[src/rtl/board_io_pkg.sv]
// Shared types and default timing for the board input blocks.
// Defaults assume a 125 MHz system clock.
package board_io_pkg;

    typedef enum logic [1:0] {
        IDLE,
        HELD,
        LONG_HELD
    } btn_state_t;

    localparam int DEF_CLK_HZ  = 125_000_000;
    localparam int DEBOUNCE_MS = 10;
    localparam int LONG_MS     = 1000;

endpackage

[src/rtl/sync_2ff.sv]
// Two-flop synchroniser for asynchronous inputs.
// Both stages clear on reset.
module sync_2ff #(
    parameter int WIDTH = 1
) (
    input  logic             clk,
    input  logic             rst_n,
    input  logic [WIDTH-1:0] d_i,
    output logic [WIDTH-1:0] q_o
);

    logic [WIDTH-1:0] s1_q;
    logic [WIDTH-1:0] s2_q;

    always_ff @(posedge clk or negedge rst_n) begin
        if (!rst_n) begin
            s1_q <= '0;
            s2_q <= '0;
        end else begin
            s1_q <= d_i;
            s2_q <= s1_q;
        end
    end

    assign q_o = s2_q;

endmodule

[src/rtl/button_press_decoder.sv]
// Debounces a raw pushbutton and decodes press, release,
// short-press and long-press events as one-cycle pulses.
module button_press_decoder
    import board_io_pkg::*;
#(
    parameter int CLK_HZ          = DEF_CLK_HZ,
    parameter int DEBOUNCE_CYCLES = CLK_HZ / 1000 * DEBOUNCE_MS,
    parameter int LONG_CYCLES     = CLK_HZ / 1000 * LONG_MS
) (
    input  logic clk,
    input  logic rst_n,
    input  logic btn,
    output logic btn_level,
    output logic press_pulse,
    output logic release_pulse,
    output logic short_pulse,
    output logic long_pulse
);

    localparam int DBW = $clog2(DEBOUNCE_CYCLES);
    localparam int HW  = $clog2(LONG_CYCLES);
    localparam logic [DBW-1:0] DB_MAX = DBW'(DEBOUNCE_CYCLES - 1);
    localparam logic [HW-1:0]  H_MAX  = HW'(LONG_CYCLES - 1);

    logic           btn_s2;
    logic [DBW-1:0] db_cnt_q, db_cnt_d;
    logic           level_q, level_d;
    logic [HW-1:0]  hold_q, hold_d;
    btn_state_t     state_q, state_d;
    logic           press_q, press_d;
    logic           rel_q, rel_d;
    logic           short_q, short_d;
    logic           long_q, long_d;
    logic           rise, fall;

    sync_2ff #(.WIDTH(1)) u_sync (
        .clk   (clk),
        .rst_n (rst_n),
        .d_i   (btn),
        .q_o   (btn_s2)
    );

    // Any sample matching the current level restarts the count.
    always_comb begin
        db_cnt_d = '0;
        level_d  = level_q;
        if (btn_s2 != level_q) begin
            if (db_cnt_q == DB_MAX) begin
                level_d = btn_s2;
            end else begin
                db_cnt_d = db_cnt_q + 1'b1;
            end
        end
    end

    assign rise = level_d & ~level_q;
    assign fall = ~level_d & level_q;

    always_comb begin
        state_d = state_q;
        hold_d  = hold_q;
        press_d = 1'b0;
        rel_d   = 1'b0;
        short_d = 1'b0;
        long_d  = 1'b0;
        unique case (state_q)
            IDLE: begin
                if (rise) begin
                    press_d = 1'b1;
                    hold_d  = '0;
                    state_d = HELD;
                end
            end
            HELD: begin
                if (hold_q != H_MAX) begin
                    hold_d = hold_q + 1'b1;
                end
                // A release on the threshold cycle counts as short.
                if (fall) begin
                    rel_d   = 1'b1;
                    short_d = 1'b1;
                    state_d = IDLE;
                end else if (hold_q == H_MAX) begin
                    long_d  = 1'b1;
                    state_d = LONG_HELD;
                end
            end
            LONG_HELD: begin
                if (fall) begin
                    rel_d   = 1'b1;
                    state_d = IDLE;
                end
            end
            default: begin
                state_d = IDLE;
            end
        endcase
    end

    always_ff @(posedge clk or negedge rst_n) begin
        if (!rst_n) begin
            db_cnt_q <= '0;
            level_q  <= 1'b0;
            hold_q   <= '0;
            state_q  <= IDLE;
            press_q  <= 1'b0;
            rel_q    <= 1'b0;
            short_q  <= 1'b0;
            long_q   <= 1'b0;
        end else begin
            db_cnt_q <= db_cnt_d;
            level_q  <= level_d;
            hold_q   <= hold_d;
            state_q  <= state_d;
            press_q  <= press_d;
            rel_q    <= rel_d;
            short_q  <= short_d;
            long_q   <= long_d;
        end
    end

    assign btn_level     = level_q;
    assign press_pulse   = press_q;
    assign release_pulse = rel_q;
    assign short_pulse   = short_q;
    assign long_pulse    = long_q;

endmodule

[config.mk]
export PLATFORM = sky130hd
export DESIGN_NAME = button_press_decoder
export DESIGN_NICKNAME = d
export VERILOG_FILES = /design/src/rtl/board_io_pkg.sv /design/src/rtl/sync_2ff.sv /design/src/rtl/button_press_decoder.sv
export SDC_FILE = /design/constraint.sdc
export NUM_CORES = 1
export LEC_CHECK = 0
export ABC_AREA = 1
export BUFFER_PORTS_ARGS = -buffer_cell sky130_fd_sc_hd__buf_4
export CAP_MARGIN = 20
export CORE_MARGIN = 3
export CORE_UTILIZATION = 57
export DETAILED_ROUTE_END_ITERATION = 12
export PLACE_DENSITY = 0.87
export SKIP_LAST_GASP = 1
export SYNTH_ARGS = -nofsm -noshare
export SYNTH_HDL_FRONTEND = slang
export SYNTH_SLANG_ARGS = --single-unit
[constraint.sdc]
create_clock -name clk -period 1.6 [get_ports clk]
set_input_delay 0.32 -clock clk [delete_from_list [all_inputs] [get_ports clk]]
set_output_delay 0.32 -clock clk [all_outputs]
set_load 0.01 [all_outputs]
==> run metrics <==
largest net degree at the start of global routing=35; critical path class=reg2reg; minimum clock period=1.700 ns; Pwr Density=680.4 nW/um2; Synth Instances=505; CP startpoint=db_cnt_q[13]; core area=around 6000 um2; Ports=8; initial DRC count=494; fin. max-slew vios=0; CTS Buf Count=9; Pleak=2.022 nW; Critical Path Sink Type=flip-flop; RSZ-0062 raised after global routing=true; mapped cell area=3600 um2; Max Cap Viol=0; clock insertion delay at the later pin of the skew report=0.35 ns; Die Span Y=~85 um; Top Family by Delay on Critical Path=simple AND/OR/NAND/NOR gates; share of cells above drive strength 1=roughly a quarter; Pwr Total=~3.1 mW; worst vdd ir=around 600 uV; initial antenna violation count=0; Worst path max stage delay=0.39 ns; WL per Instance=15.73 um; CTS tree=done; Port-buffer cells=7; final setup fails=29; Slowest-stage cell, CP=dfrtp_1; critical path data arrival time=~2.0 ns; Worst Setup Start Kind=flip-flop; most frequent cells in the layout=nand2_1, nor2_1, buf_4; commonest non-fill, non-tap cell in the layout=nand2_1; Yosys top cell area share=39.62%; Die W=85.47 um; starting density of the core=between 50% and 60%; die footprint=7305 um2; gr ovfl total=0; H-tree depth=3; Fmax=588.1 MHz; GRT Util Overall=26.88%; Placer Congestion=1.011; drt drc=0; top cell type by total area after synthesis=dfrtp_1; clk slew on worst S/H paths=0.07 ns; drt pass-1 iters=5; Fin Hold WS=0.08604 ns; Rel. slew slack=between 70% and 80%; hold_sp=btn; Final Cycle Share=106.3%; RR Startpoint=db_cnt_q[13]; syn avg cell area=roughly 7.1 um2; Routed Antenna Nets=0; CTS max path bufs=2; row cnt=28; Synth cell types=30; TritonCTS Sinks=57; Final Hold Fails=0; first-pass GRT wire length=15500 um; crit-path cells=inv_2 -> nand4_1 -> nor2_4 -> buf_4 -> nand4_1 -> nand2_1 -> inv_1 -> nand3_1 -> nand2_1; placed cell count=632; routed vias=about 3800; Seq cells post-synth=57; Synth area leaders=dfrtp_1, nand2_1, nor2_1; CP required=1.85 ns; failing checks=setup timing; post-route setup slack=-0.1005 ns; drt via density=approximately 5.8; status=complete, but fails checks; dpl hpwl=6432 um; worst slew pin tran=0.3473 ns; worst path bufs/invs=3; root buffer cell=clkbuf_8; fillcell total=393; ANT cells=0; post-route insts no fill=~660; Seq/Total Area, Yosys=39.62%; Critical Path Fanout Max=4; nets=590; Mapped Nets=513; Ys Warns=0; vias in the first global route=~3500; min-delay worst type=in2reg; Post-Route WL=about 10000 um; Final Skew=0.01482 ns; Area Overhead vs Synth=26.66%
cell usage after synthesis (all sizes together):
cell type and n:
nand3 40, ha 5, nand2 171, clkbuf 4, nand4 9, a21oi 7
buf 4, nor3b 2, nor4 1, xor2 16, dfrtp 57, o21a 1
nor3 9, a21o 1, nor2 100, inv 51, xnor2 6, o21ai 21
per-stage QoR:
stage               instance area (um2)  setup WS [ns]  util, %  TNS (ns)
floorplan                          3636        0.02653        -         0
global placement                   4126        0.04126    68.48         0
detailed placement                 4126       -0.04709    68.48   -0.7772
CTS                                4377       -0.05281    72.63   -0.7013
global route                       4559        -0.2390    75.66    -6.653
finish                             4559        -0.1005    75.66    -2.123
report_power, final:
part           total, mW  switching (mW)  internal, mW
clock network       1.55           0.629         0.924
registers           1.46         0.00839          1.45
logic             0.0920          0.0590        0.0331
per-layer routing:
metal | track usage [%] | wire length, um | vias up
li1 | - | - | 1736
met1 | 31.34 | 3827 | 1792
met2 | 46.33 | 5243 | 227
met3 | 5.534 | 751 | 74
met4 | 14.10 | 591 | 0
met5 | 0 | 0 | -
state kept, by name, indices dropped and copies added, names as in the netlist:
name and count:
long_pulse 1, short_pulse 1, u_sync.s1_q 1, state_q 2
press_pulse 1, u_sync.q_o 1, hold_q 27, btn_level 1
db_cnt_q 21, release_pulse 1
worst paths after layout:
| path | end | slack (ns) | cells after the start |
|---|---|---|---|
| max in group asynchronous | u_sync.s1_q | 0.68 | 3 |
| min | u_sync.s1_q | 0.09 | 1 |
| min in group asynchronous | db_cnt_q[9] | 0.42 | 2 |
| min reg2reg | u_sync.q_o | 0.35 | 0 |
| max | state_q[1] | -0.10 | 9 |
| max reg2reg | state_q[1] | -0.10 | 9 |
kinds of logic after synthesis:
kind of cell    after synthesis  synth area share (%)
compound gates               30                 6.083
xor+xnor                     22                 5.353
fa+ha+maj                     5                 1.738
buf+inv                      59                 7.751
flops                        57                 39.62
simple gates                332                 39.45
cell type report:
type                       count  area [um2]  share of cell area, %
sequential                    57        1428                  31.31
inverter                      51       196.4                  4.308
tap                           75       93.84                  2.058
multi-input combinational    389        1979                  43.41
clock buffer                  10       137.6                  3.019
clock inverter                 6       90.09                  1.976
timing repair buffer          74       634.4                  13.91
repair_timing:
action	CTS	global route
cloned	0	2
buffers inserted	0	11
resized for setup	4	17
pin swaps	0	10
hold buffers	1	0
setup endpoints to repair	27	37
endpoints found under the hold margin	23	0
Power figures use the tool's default switching activity.
